--- config.mk ---
export PLATFORM = sky130hd
export DESIGN_NAME = id_ex_reg
export DESIGN_NICKNAME = d
export VERILOG_FILES = /design/src/rtl/id_ex_reg_pkg.sv /design/src/rtl/id_ex_reg_ctrl.sv /design/src/rtl/id_ex_reg.sv
export SDC_FILE = /design/constraint.sdc
export NUM_CORES = 1
export LEC_CHECK = 0
export ABC_AREA = 1
export BUFFER_PORTS_ARGS = -buffer_cell sky130_fd_sc_hd__buf_2
export CORE_ASPECT_RATIO = 0.7
export CORE_UTILIZATION = 40
export DETAILED_ROUTE_END_ITERATION = 12
export GPL_TIMING_DRIVEN = 0
export PLACE_DENSITY = 0.84
export SYNTH_ARGS = -nofsm -noshare
export SYNTH_HDL_FRONTEND = slang
export SYNTH_SLANG_ARGS = --single-unit
--- constraint.sdc ---
create_clock -name clk_i -period 1.3 [get_ports clk_i]
set_input_delay 0.26 -clock clk_i [delete_from_list [all_inputs] [get_ports clk_i]]
set_output_delay 0.26 -clock clk_i [all_outputs]
set_load 0.02 [all_outputs]
--- src/rtl/id_ex_reg_pkg.sv ---
// Shared CPU package: field widths, ALU op classes and the ID/EX control bundle.
// Imported by the ID/EX pipeline register and its control sub-register.
package id_ex_reg_pkg;

   localparam int DATA_W = 32;
   localparam int ADDR_W = 5;
   localparam int CNT_W  = 16;

   typedef enum logic [1:0] {
      ALU_ADD   = 2'b00,
      ALU_SUB   = 2'b01,
      ALU_RTYPE = 2'b10,
      ALU_LOGIC = 2'b11
   } alu_op_e;

   typedef struct packed {
      logic       reg_dst;
      logic       alu_src;
      logic       mem_to_reg;
      logic       reg_write;
      logic       mem_write;
      logic       branch;
      logic       jump;
      logic       ext_op;
      logic       mem_read;
      logic [1:0] alu_op;
   } ctrl_t;

   localparam int CTRL_W = $bits(ctrl_t);

endpackage

--- src/rtl/id_ex_reg_ctrl.sv ---
// Control half of the ID/EX register: clear on reset/flush, hold on stall.
// Carries the ten decoded control fields as one packed word.
module id_ex_ctrl_reg
   import id_ex_reg_pkg::*;
(
   input  logic              clk_i,
   input  logic              rst_i,
   input  logic              clr_i,
   input  logic              hold_i,
   input  logic [CTRL_W-1:0] ctrl_i,
   output logic [CTRL_W-1:0] ctrl_o
);

   always_ff @(posedge clk_i) begin
      if (rst_i || clr_i)
         ctrl_o <= '0;
      else if (!hold_i)
         ctrl_o <= ctrl_i;
   end

endmodule

--- src/rtl/id_ex_reg.sv ---
// ID/EX pipeline register with stall, flush and a saturating bubble counter.
// Priority per cycle: reset, flush, stall, load.
module id_ex_reg
   import id_ex_reg_pkg::*;
(
   input  logic              clk_i,
   input  logic              rst_i,
   input  logic              stall_i,
   input  logic              flush_i,
   input  logic              hazard_i,
   input  logic              RegDst_i,
   input  logic              ALUSrc_i,
   input  logic              MemtoReg_i,
   input  logic              RegWrite_i,
   input  logic              MemWrite_i,
   input  logic              Branch_i,
   input  logic              Jump_i,
   input  logic              ExtOp_i,
   input  logic              MemRead_i,
   input  logic [1:0]        ALUOp_i,
   input  logic [DATA_W-1:0] pc4_i,
   input  logic [DATA_W-1:0] rs_data_i,
   input  logic [DATA_W-1:0] rt_data_i,
   input  logic [DATA_W-1:0] imm_i,
   input  logic [ADDR_W-1:0] rs_addr_i,
   input  logic [ADDR_W-1:0] rt_addr_i,
   input  logic [ADDR_W-1:0] rd_addr_i,
   output logic              RegDst_o,
   output logic              ALUSrc_o,
   output logic              MemtoReg_o,
   output logic              RegWrite_o,
   output logic              MemWrite_o,
   output logic              Branch_o,
   output logic              Jump_o,
   output logic              ExtOp_o,
   output logic              MemRead_o,
   output logic [1:0]        ALUOp_o,
   output logic [DATA_W-1:0] pc4_o,
   output logic [DATA_W-1:0] rs_data_o,
   output logic [DATA_W-1:0] rt_data_o,
   output logic [DATA_W-1:0] imm_o,
   output logic [ADDR_W-1:0] rs_addr_o,
   output logic [ADDR_W-1:0] rt_addr_o,
   output logic [ADDR_W-1:0] rd_addr_o,
   output logic              valid_o,
   output logic [CNT_W-1:0]  bubble_cnt_o
);

   ctrl_t ctrl_d;
   ctrl_t ctrl_q;
   logic  bubble;

   always_comb begin
      ctrl_d            = '0;
      ctrl_d.reg_dst    = RegDst_i;
      ctrl_d.alu_src    = ALUSrc_i;
      ctrl_d.mem_to_reg = MemtoReg_i;
      ctrl_d.reg_write  = RegWrite_i;
      ctrl_d.mem_write  = MemWrite_i;
      ctrl_d.branch     = Branch_i;
      ctrl_d.jump       = Jump_i;
      ctrl_d.ext_op     = ExtOp_i;
      ctrl_d.mem_read   = MemRead_i;
      ctrl_d.alu_op     = ALUOp_i;
   end

   id_ex_ctrl_reg u_ctrl (
      .clk_i  (clk_i),
      .rst_i  (rst_i),
      .clr_i  (flush_i),
      .hold_i (stall_i),
      .ctrl_i (ctrl_d),
      .ctrl_o (ctrl_q)
   );

   assign RegDst_o   = ctrl_q.reg_dst;
   assign ALUSrc_o   = ctrl_q.alu_src;
   assign MemtoReg_o = ctrl_q.mem_to_reg;
   assign RegWrite_o = ctrl_q.reg_write;
   assign MemWrite_o = ctrl_q.mem_write;
   assign Branch_o   = ctrl_q.branch;
   assign Jump_o     = ctrl_q.jump;
   assign ExtOp_o    = ctrl_q.ext_op;
   assign MemRead_o  = ctrl_q.mem_read;
   assign ALUOp_o    = ctrl_q.alu_op;

   // flush and hazard together still make one bubble
   assign bubble = flush_i || (!stall_i && hazard_i);

   always_ff @(posedge clk_i) begin
      if (rst_i) begin
         pc4_o     <= '0;
         rs_data_o <= '0;
         rt_data_o <= '0;
         imm_o     <= '0;
         rs_addr_o <= '0;
         rt_addr_o <= '0;
         rd_addr_o <= '0;
         valid_o   <= 1'b0;
      end else if (flush_i) begin
         pc4_o     <= '0;
         rs_data_o <= '0;
         rt_data_o <= '0;
         imm_o     <= '0;
         rs_addr_o <= '0;
         rt_addr_o <= '0;
         rd_addr_o <= '0;
         valid_o   <= 1'b0;
      end else if (!stall_i) begin
         pc4_o     <= pc4_i;
         rs_data_o <= rs_data_i;
         rt_data_o <= rt_data_i;
         imm_o     <= imm_i;
         rs_addr_o <= rs_addr_i;
         rt_addr_o <= rt_addr_i;
         rd_addr_o <= rd_addr_i;
         valid_o   <= !hazard_i;
      end
   end

   always_ff @(posedge clk_i) begin
      if (rst_i)
         bubble_cnt_o <= '0;
      else if (bubble && (bubble_cnt_o != '1))
         bubble_cnt_o <= bubble_cnt_o + 1'b1;
   end

endmodule

=== Yosys cells after proc, flatten, opt, wreduce, memory -nomap -nowiden ===
Cells that the tools add are included.

* Register bits: 171
* Input bits: 159
* Output and inout port bits: 171
* Word-level logic and storage cells: 19

* Add/sub/neg operators: 1
* Equality and inequality tests: 1
* Reductions and logical operators: 7

{| class="wikitable"
|+ Operators by type and width
! operator !! number
|-
| 16-bit by 1-bit adder with 16-bit output, second input constant || 1
|-
| 16-bit inequality test, second input constant || 1
|-
| 1-bit logical AND || 2
|-
| 1-bit zero test || 2
|-
| 1-bit logical OR || 2
|-
| 2-bit OR reduction || 1
|}

=== Logic depth before layout (Yosys ltp) ===
Gate-level depths: netlist of the first run.

* Depth after elaboration: 4
* Depth in mapped cells: 9
* Depth with buffers taken out: 9

=== Cells and area by module ===
From an unflattened synthesis of the first run, not the netlist that was laid out.

* Cell total of the unflattened synthesis: 854
* Area total of the unflattened synthesis: 6367.4 um2

{| class="wikitable"
|+ Modules (own cells, without submodules)
! module !! instances !! cells an instance !! area an instance (um2) !! sequential area each (um2)
|-
| id_ex_reg || 1 || 784 || 5890.6 || 3203.1
|-
| id_ex_ctrl_reg || 1 || 70 || 476.7 || 220.2
|}

=== Worst setup path before layout of the first run ===
Ideal clock, no wire load.

* Path type: reg2reg
* Start point: register bubble_cnt_o[1]
* End point: register bubble_cnt_o[0]
* Setup time: 0.116 ns
* Arrival time: 1.404 ns
* Data required time: 1.184 ns
* Setup slack: -0.220 ns
* Cell stages (with the launch flop): 9
* Buffers on the path: 0
* Period minus slack after synthesis: 1.520 ns
* Cells stage by stage: dfxtp_1 ha_1 nand2_1 nor2_4 nand2_4 nor2_8 nor2_1 nor2_1 nor2_1

* Cells in the longest elaborated chain, start to end: 2

{| class="wikitable"
|+ Ends and longest elaborated chain
! what !! line !! text
|-
| start, declared || id_ex_reg.sv:46 || <nowiki>output logic [CNT_W-1:0] bubble_cnt_o</nowiki>
|-
| start signal, assigned || id_ex_reg.sv:125 || <nowiki>bubble_cnt_o <= bubble_cnt_o + 1'b1;</nowiki>
|-
| 16-bit inequality test || id_ex_reg.sv:124 || <nowiki>else if (bubble && (bubble_cnt_o != '1))</nowiki>
|-
| 1-bit logical AND || id_ex_reg.sv:124 ||
|}

No other way between the ends.
A chain may end at the register's enable or synchronous reset.

=== Worst setup path after layout of the first run ===
* Start point: register bubble_cnt_o[0]
* End point: register bubble_cnt_o[13]

* Cells in the longest elaborated chain, start to end: 2
* Elaborated cells on any way between the ends: 3
* Those cells by class: add/sub (1); eq/ne (1); reduce/logical (1)

{| class="wikitable"
|+ Ends and longest elaborated chain
! what
|-
| parallel branches: the longest is 2 deep, another holds 16-bit by 1-bit adder with 16-bit output
|}

Parallel ways; which one is timed is not known.

==> flow_metrics.env, run 1 <==
export IMPL_p_sw_share_pct=26.07
export IMPL_clock_sinks=171
export IMPL_worstMarginPinSlew_ns=0.6748
export IMPL_route_met2_wl_mm=9.181
export IMPL_yosys_warnings=0
export IMPL_area_growth_pct=42.43
export IMPL_place_area_sq_um=8172
export IMPL_worstPathArrival_ns=1.74
export IMPL_syn_area_sq_um=6240
export IMPL_power_density_nw_per_um2=1300
export IMPL_power_mw=11.56
export IMPL_hold_viol=0
export IMPL_dp_slack_ns=-0.4166
export IMPL_maxCapViolations=0
export IMPL_yosysTopAreaCell="dfxtp_1"
export IMPL_final_area_sq_um=8887
export IMPL_synth_xor_area_share_pct=0
export IMPL_combPwrFrac_pct=10.4
export IMPL_dieWidth_um=151.3
export IMPL_clkPwrFrac_pct=42.2
export IMPL_synthFlopType="dfxtp_1"
export IMPL_fmax_mhz=690.9
export IMPL_setup_violations=14
export IMPL_cts_tree="yes"
export IMPL_rsz0062_at_grt="yes"
export IMPL_violations="negative setup slack"
export IMPL_fin_worst_skew_ns=0.005246
export IMPL_place_congestion=0.8682
export IMPL_path_clk_slew_ns=0.06
export IMPL_drtAntennaViolNets=0
export IMPL_syn_avg_cell_area_sq_um=7.637
export IMPL_worstSetupPathType="flip-flop to flip-flop"
export IMPL_port_buffers=329
export IMPL_synth_common_cells="346 x nand2_1, 171 x dfxtp_1, 162 x a21oi_1, 36 x nor2_1, 20 x clkbuf_1"
export IMPL_synthMuxAreaShare_pct=0
export IMPL_initial_core_util_pct=41.73
export IMPL_core_area_sq_um=14950
export IMPL_holdCritPathClass="input port to flip-flop"
export IMPL_wl_per_cell_um=14.08
export IMPL_gr_total_overflow=0
export IMPL_dr_wl_met3_mm=1.558
export IMPL_top_layer_used="met4"
export IMPL_max_stage_delay_ns=0.37
export IMPL_period_needed_ns=1.447
export IMPL_outcome="finished, violations left"
export IMPL_rows=37
export IMPL_yosys_area_share_simple_pct=27.09
export IMPL_seq_area_frac_synth_pct=54.86
export IMPL_antenna_found_initial=1
export IMPL_synth_distinct_cells=25
export IMPL_grt_pass1_wl_mm=29.17
export IMPL_slew_viol_final=0
export IMPL_fillCellCount=1386
export IMPL_dieArea_sq_um=16110
export IMPL_internal_power_mw=8.543
export IMPL_dr_pass1_iters=5
export IMPL_seq_area_sq_um=3445
export IMPL_vias=6639
export IMPL_wl_mm=19.44
export IMPL_critPathSlowestCell="dfxtp_4"
export IMPL_grt_pass1_vias=5960
export IMPL_ys_ff_latch=171
export IMPL_clk_latency_ns=0.40
export IMPL_pwr_share_seq_pct=47.4
export IMPL_syn_nets=977
export IMPL_fin_ws_ns=-0.1474
export IMPL_hold_buffers=0
export IMPL_synth_top_family_by_area="simple AND/OR/NAND/NOR gates"
export IMPL_syn_inst=817
export IMPL_cp_end_kind="flip-flop"
export IMPL_required_ns=1.60
export IMPL_clockBufferDepth=2
export IMPL_nNetsFinal=1332
export IMPL_io_pins=330
export IMPL_period_share_pct=111.3
export IMPL_multiInputGateArea_sq_um=2638
export IMPL_drive_gt1_share_pct=36.12
export IMPL_async_reset_ff_share_pct=0
export IMPL_grt_start_max_net_pins=17
export IMPL_hpwl_mm=14.56
export IMPL_ir_worst_vdd_v=0.0008715
export IMPL_leakagePower_nw=4.249
export IMPL_slew_headroom_pct=55.02
export IMPL_drt_met1_wl_mm=8.304
export IMPL_htreeDepth=4
export IMPL_die_h_um=106.5
export IMPL_p_switching_mw=3.013
export IMPL_synth_top_area_share_pct=54.86
export IMPL_yosys_area_share_adder_pct=0.2005
export IMPL_worstSetupStartpointType="flip-flop"
export IMPL_cts_buffers=17
export IMPL_crit_chain="ha_4 > nand2_4 > nor2_4 > buf_12 > nand4_2 > a21oi_1 > nor2_1"
export IMPL_crit_fanout=5
export IMPL_synth_most_common_cell="nand2_1"
export IMPL_synth_compound_area_share_pct=13.54
export IMPL_drtIter0Drc=245
export IMPL_synth_edf_count=0
export IMPL_synth_area_leaders="dfxtp_1 55%, nand2_1 21%, a21oi_1 13%, nor2_1 2.2%, buf_2 1.4%"
export IMPL_drc=0
export IMPL_track_usage_pct=23.05
export IMPL_cts_root_buf="clkbuf_16"
export IMPL_vias_per_cell=4.807
==> timing repair <==
item                                    4_1_cts  5_1_grt
gates cloned                                  0        1
gates resized for setup                       7       14
endpoints found under the setup margin       16       29
buffers inserted                              2        4
pin swaps                                     4        9
hold endpoints to repair                      0        0
==> metrics by stage <==
step | TNS, ns | hold WS, ns | std cells | util, %
floorplan | -0.1907 | 0.3217 | 817 | -
global placement | -36.06 | 0.4411 | 1341 | 54.65
detailed placement | -36.65 | 0.4521 | 1341 | 54.65
CTS | -1.348 | 0.01808 | 1375 | 58.75
global route | -2.659 | 0.02473 | 1381 | 59.43
finish | -1.484 | 0.03606 | 1381 | 59.43
==> placed cells by master, fill, tap and decap left out, drive strengths merged, types with 2 or more instances in the layout <==
master    synthesis  layout
nor3              3       3
buf              30     364
clkbuf           21      41
nor2             43      43
dfxtp           171     171
clkinv            1       5
nand2           351     351
o21ai             6       6
inv              11      17
a21oi           162     162
clkinvlp          0       2
nand3b            4       4
nand4             2       3
nand3            11      11
==> power by group through the flow <==
stage	Clock, mW	Combinational, mW	Sequential (mW)
floorplan	0	0.438	5.79
global placement	0	1.17	5.59
detailed placement	0	1.18	5.60
CTS	4.99	1.20	5.48
global route	5.22	1.32	5.50
finish	4.88	1.20	5.48
==> cell type report <==
type                       instances  area share [%]
multi-input combinational        584           29.68
clock inverter                    13           1.478
buffer                            51           2.548
inverter                          12          0.5068
clock buffer                      19           4.871
timing repair buffer             335           19.39
tap                              195           2.745
sequential                       171           38.76
antenna                            1         0.02816
==> path summary, 6_finish.rpt <==
check | cells after the start | from | slack (ns) | to
worst max-delay path | 7 | bubble_cnt_o[0]$_SDFFE_PP0P_ | -0.15 | bubble_cnt_o[13]$_SDFFE_PP0P_
worst min-delay path | 2 | rst_i | 0.04 | bubble_cnt_o[11]$_SDFFE_PP0P_
worst max register to register | 7 | bubble_cnt_o[0]$_SDFFE_PP0P_ | -0.15 | bubble_cnt_o[13]$_SDFFE_PP0P_
worst min register to register | 2 | pc4_o[5]$_SDFFE_PP0N_ | 0.46 | pc4_o[5]$_SDFFE_PP0N_
==> logic make-up (layout without fill, tap and decap cells) <==
logic type,after synthesis,count (layout)
buffers and inverters,63,430
and+or+nand+nor,414,415
adders and majority gates,1,1
other,0,1
AOI/OAI and AO/OA,168,168
DFF,171,171
==> registers in the layout (all words and copies together) (netlist names) <==
signal         cells
bubble_cnt_o      16
imm_o             32
pc4_o             32
rd_addr_o          5
rs_addr_o          5
rs_data_o         32
rt_addr_o          5
rt_data_o         32
u_ctrl.ctrl_o     11
valid_o            1
==> per-layer routing <==
layer | vias up | GRT usage (%)
li1 | 3335 | -
met1 | 3012 | 27.87
met2 | 257 | 38.65
met3 | 35 | 6.867
met4 | 0 | 7.929
met5 | - | 0
==> critical path: cells and delay by family, from the launching register on <==
family	cells	cell delay, ns
DFF	1	0.37
buffers and inverters	1	0.15
adders and majority gates	1	0.14
AOI/OAI and AO/OA	1	0.20
and+or+nand+nor	4	0.47
No activity file was read; power rests on OpenSTA's default activity.
==> inputs of run 2 (changes only) <==
CORE_MARGIN = 2   (was not set)
==> run 2 against run 1 <==
Total power rose by 1.9%. Worst hold slack improved by 0.0025 ns. Die area rose by 3.2%. Sequential power barely moved. Design area fell by 0.24%. The run still ends with negative setup slack left. Via count rose by 0.44%. Critical path depth rose by 1. Clock power rose by 4.1%. Wire length fell by 0.80%. Sequential share of layout area rose by 0.11 points.
==> flow_metrics.env, run 2 (same netlist as run 1, synthesis figures left out) <==
export IMPL_top_layer_used="met4"
export IMPL_slew_viol_final=0
export IMPL_dr_pass1_iters=5
export IMPL_clock_sinks=171
export IMPL_dieWidth_um=153.3
export IMPL_hpwl_mm=14.55
export IMPL_grt_pass1_wl_mm=29.34
export IMPL_htreeDepth=4
export IMPL_area_growth_pct=42.09
export IMPL_period_share_pct=110.2
export IMPL_worst_r2r_endpoint="bubble_cnt_o[0]$_SDFFE_PP0P_"
export IMPL_dr_wl_met3_mm=1.460
export IMPL_leakagePower_nw=4.254
export IMPL_crit_chain="ha_4 > nand2_4 > nor2_4 > nand2_4 > nor2_8 > nor2_4 > nor2_1 > nor2_1"
export IMPL_final_cell_mix="346 x buf_2, 343 x nand2_1, 160 x a21oi_1"
export IMPL_initial_core_util_pct=40.63
export IMPL_reg2regPathDepth=8
export IMPL_antenna_found_initial=0
export IMPL_hold_depth=2
export IMPL_track_usage_pct=21.95
export IMPL_violations="negative setup slack"
export IMPL_drc=0
export IMPL_rows=38
export IMPL_die_h_um=108.5
export IMPL_fmax_mhz=697.8
export IMPL_period_needed_ns=1.433
export IMPL_fin_util_pct=57.73
export IMPL_fin_ws_ns=-0.1331
export IMPL_drive_gt1_share_pct=35.90
export IMPL_clockBufferDepth=2
export IMPL_worstSetupPathType="flip-flop to flip-flop"
export IMPL_rrSetupSlack_ns=-0.13
export IMPL_place_congestion=0.8638
export IMPL_wl_per_cell_um=13.96
export IMPL_tns_ns=-1.220
export IMPL_required_ns=1.60
export IMPL_power_density_nw_per_um2=1328
export IMPL_ir_worst_vdd_v=0.0007447
export IMPL_route_met2_wl_mm=9.063
export IMPL_critPathSlowestCell="dfxtp_4"
export IMPL_clk_latency_ns=0.41
export IMPL_dp_slack_ns=-0.3867
export IMPL_holdCritPathClass="input port to flip-flop"
export IMPL_cts_buffers=17
export IMPL_rsz0062_at_grt="yes"
export IMPL_port_buffers=329
export IMPL_r2r_start="bubble_cnt_o[1]$_SDFFE_PP0P_"
export IMPL_cp_endpoint="bubble_cnt_o[0]$_SDFFE_PP0P_"
export IMPL_io_pins=330
export IMPL_hold_buffers=0
export IMPL_worstSetupStartpointType="flip-flop"
export IMPL_core_area_sq_um=15360
export IMPL_grt_start_max_net_pins=17
export IMPL_maxCapViolations=0
export IMPL_vias=6668
export IMPL_drt_met1_wl_mm=8.246
export IMPL_crit_fanout=7
export IMPL_cts_tree="yes"
export IMPL_crit_path_start="bubble_cnt_o[1]$_SDFFE_PP0P_"
export IMPL_drtIter0Drc=435
export IMPL_max_stage_delay_ns=0.37
export IMPL_worstPathArrival_ns=1.73
export IMPL_cts_root_buf="clkbuf_16"
export IMPL_vias_per_cell=4.828
export IMPL_wl_mm=19.28
export IMPL_nNetsFinal=1329
export IMPL_worstMarginPinSlew_ns=0.6136
export IMPL_fin_worst_skew_ns=0.008013
export IMPL_cp_end_kind="flip-flop"
export IMPL_grt_pass1_vias=6043
export IMPL_final_common_cell="buf_2"
export IMPL_drtAntennaViolNets=0
export IMPL_gr_total_overflow=0
export IMPL_hold_viol=0
export IMPL_outcome="finished, violations left"
export IMPL_dieArea_sq_um=16630
export IMPL_slew_headroom_pct=59.09
export IMPL_path_clk_slew_ns=0.06
export IMPL_antenna_cells=0
export IMPL_setup_violations=16
run 2: final cells by class:
class | instances | area, sq um
buffer | 51 | 226.5
clock buffer | 20 | 456.7
clock inverter | 11 | 132.6
fill | 1464 | 6491
inverter | 12 | 45.04
multi-input combinational | 583 | 2623
sequential | 171 | 3446
tap | 200 | 250.2
timing repair buffer | 333 | 1687
run 2: critical path, delay by kind of cell, from the launching register on:
kind	cells	cell delay [ns]
flops	1	0.37
simple gates	7	0.80
fa+ha+maj	1	0.15
run 2: how the worst min path moves through the flow:
stage,from,end,slack (ns)
3_3_place_gp,pc4_o[16]$_SDFFE_PP0N_,pc4_o[16]$_SDFFE_PP0N_,0.44
2_1_floorplan,rst_i,bubble_cnt_o[11]$_SDFFE_PP0P_,0.32
6_report,rst_i,bubble_cnt_o[11]$_SDFFE_PP0P_,0.04
3_5_place_dp,pc4_o[16]$_SDFFE_PP0N_,pc4_o[16]$_SDFFE_PP0N_,0.45
4_1_cts,rst_i,bubble_cnt_o[11]$_SDFFE_PP0P_,0.02
5_1_grt,rst_i,bubble_cnt_o[11]$_SDFFE_PP0P_,0.03
run 2: what timing repair did:
item / CTS / global route
gates resized for setup: 5 / 16
pin swaps: 1 / 7
gates cloned: 0 / 0
setup buffers: 3 / 1
setup endpoints to repair: 16 / 21
run 2: stage by stage:
stage / total power [mW] / cells / cell area [sq um] / hold slack, ns
6_report: 11.77 / 1381 / 8866 / 0.03856
5_1_grt: 12.23 / 1381 / 8866 / 0.02975
4_1_cts: 11.84 / 1380 / 8810 / 0.01822
3_5_place_dp: 6.790 / 1346 / 8178 / 0.4474
3_3_place_gp: 6.765 / 1346 / 8178 / 0.4391
2_1_floorplan: 6.231 / 817 / 6281 / 0.3217
run 2: report_power, final:
group | switching, mW | internal (mW) | total, mW
clock network | 2.13 | 2.95 | 5.08
registers | 0.0847 | 5.40 | 5.48
logic | 0.753 | 0.457 | 1.21
total | 2.96 | 8.81 | 11.8
run 2: layer usage:
layer | track usage (%) | up-vias
met5 | 0 | -
met4 | 9.656 | 0
met3 | 6.333 | 31
met2 | 36.19 | 253
met1 | 26.98 | 3059
li1 | - | 3325
==> inputs of run 3 (changes only) <==
HOLD_SLACK_MARGIN = 0.08   (was not set)
==> run 3 against run 2 <==
The run still ends with negative setup slack left. Highest routed layer unchanged. Die area unchanged. Sequential power about the same. Critical path depth unchanged. Non-clock buffer count up 73. Register-to-register slack about the same. Total power up 1.8%. Final cell count up 5.4%. First-iteration DRC count up 33%. Count of clock-buffer cells in the layout unchanged.
==> flow_metrics.env, run 3 (same netlist as run 1, synthesis figures left out) <==
export IMPL_fin_util_pct=62.47
export IMPL_htreeDepth=4
export IMPL_crit_chain="ha_4 > nand2_4 > nor2_4 > nand2_4 > nor2_8 > nor2_4 > nor2_1 > nor2_1"
export IMPL_area_growth_pct=53.76
export IMPL_grt_pass1_vias=6693
export IMPL_wl_mm=21.57
export IMPL_fmax_mhz=700.3
export IMPL_antenna_found_initial=0
export IMPL_violations="negative setup slack"
export IMPL_holdWs_ns=0.09557
export IMPL_port_buffers=329
export IMPL_worstPathArrival_ns=1.73
export IMPL_initial_core_util_pct=40.63
export IMPL_clockBufferDepth=2
export IMPL_final_common_cell="buf_2"
export IMPL_io_pins=330
export IMPL_vias_per_cell=4.920
export IMPL_required_ns=1.60
export IMPL_dieArea_sq_um=16630
export IMPL_final_cell_mix="346 x buf_2, 343 x nand2_1, 161 x a21oi_1"
export IMPL_tns_ns=-1.195
export IMPL_hold_viol=0
export IMPL_met3_usage_pct=6.413
export IMPL_track_usage_pct=24.29
export IMPL_grt_met1_usage_pct=28.80
export IMPL_fillCellCount=1303
export IMPL_maxCapViolations=0
export IMPL_critPathSlowestCell="dfxtp_4"
export IMPL_nNetsFinal=1402
export IMPL_cts_buffers=17
export IMPL_worstMarginPinSlew_ns=0.6313
export IMPL_die_h_um=108.5
export IMPL_drc=0
export IMPL_slew_viol_final=0
export IMPL_cp_buffers_inverters=0
export IMPL_crit_fanout=7
export IMPL_drtAntennaViolNets=0
export IMPL_drtIter0Drc=578
export IMPL_clock_sinks=171
export IMPL_dr_pass1_iters=5
export IMPL_use_met2_pct=41.45
export IMPL_grt_start_max_net_pins=17
export IMPL_worstSetupPathType="flip-flop to flip-flop"
export IMPL_rows=38
export IMPL_place_area_sq_um=8178
export IMPL_cts_root_buf="clkbuf_16"
export IMPL_path_clk_slew_ns=0.07
export IMPL_leakagePower_nw=4.555
export IMPL_period_needed_ns=1.428
export IMPL_cts_tree="yes"
export IMPL_slew_headroom_pct=57.91
export IMPL_core_area_sq_um=15360
export IMPL_worstSetupStartpointType="flip-flop"
export IMPL_power_density_nw_per_um2=1249
export IMPL_multiInputGateArea_sq_um=2619
export IMPL_setup_violations=16
export IMPL_ir_worst_vdd_v=0.0007560
export IMPL_rsz0062_at_grt="yes"
export IMPL_drive_gt1_share_pct=33.65
export IMPL_gr_total_overflow=0
export IMPL_top_usage_layer="met2"
export IMPL_grt_pass1_wl_mm=32.51
export IMPL_fin_worst_skew_ns=0.008159
export IMPL_clk_latency_ns=0.41
export IMPL_vias=7159
export IMPL_crit_family="simple AND/OR/NAND/NOR gates"
export IMPL_cp_end_kind="flip-flop"
export IMPL_place_congestion=0.8638
export IMPL_max_stage_delay_ns=0.37
export IMPL_holdCritPathClass="input port to flip-flop"
export IMPL_seq_area_sq_um=3446
export IMPL_wl_per_cell_um=14.82
export IMPL_fin_ws_ns=-0.1279
export IMPL_hpwl_mm=14.55
export IMPL_outcome="finished, violations left"
export IMPL_final_area_sq_um=9594
export IMPL_dieWidth_um=153.3
export IMPL_period_share_pct=109.8
run 3: worst reg2reg max path: cells and delay by family (launching register included):
family	cells	cell delay, ns
and+or+nand+nor	7	0.80
DFF	1	0.37
adders and majority gates	1	0.14
run 3: worst paths after layout:
kind | startpoint | cells past startpoint | slack (ns) | to
hold / removal | imm_i[10] | 3 | 0.1 | imm_o[10]$_SDFFE_PP0N_
setup / recovery | bubble_cnt_o[0]$_SDFFE_PP0P_ | 8 | -0.13 | bubble_cnt_o[0]$_SDFFE_PP0P_
hold reg to reg | pc4_o[16]$_SDFFE_PP0N_ | 2 | 0.45 | pc4_o[16]$_SDFFE_PP0N_
setup reg to reg | bubble_cnt_o[0]$_SDFFE_PP0P_ | 8 | -0.13 | bubble_cnt_o[0]$_SDFFE_PP0P_
run 3: where the power goes:
part | internal [mW] | leakage (nW) | switching, mW
Sequential | 5.40 | 1.40 | 0.0872
Combinational | 0.600 | 2.87 | 0.810
Clock | 2.96 | 0.284 | 2.14
Total | 8.95 | 4.55 | 3.03
run 3: layout make-up:
cell class,count,area share [%]
clock buffer,20,4.760
timing repair buffer,406,25.20
tap,200,2.608
antenna,1,0.02608
sequential,171,35.92
clock inverter,11,1.382
inverter,12,0.4695
multi-input combinational,583,27.30
buffer,51,2.347
run 3: timing repair:
action / 4_1_cts / 5_1_grt
gates resized for setup: 5 / 14
hold buffers: 72 / 1
pin swaps: 1 / 9
setup endpoints to repair: 16 / 21
endpoints found under the hold margin: 73 / 1
buffers inserted: 3 / 1
gates cloned: 0 / 0
run 3: metrics by stage:
step,std cells,total power [mW],setup WS (ns)
after floorplan,817,6.231,-0.03255
after global placement,1346,6.765,-0.3825
after detailed placement,1346,6.790,-0.3867
after CTS,1452,12.01,-0.09337
after global routing,1454,12.42,-0.1983
final,1455,11.99,-0.1279
run 3: metal layers:
metal,wire length [um],part of all wire [%]
met3,1657,7.7
met4,661,3.1
met5,0,0
met1,8781,41
met2,10470,49
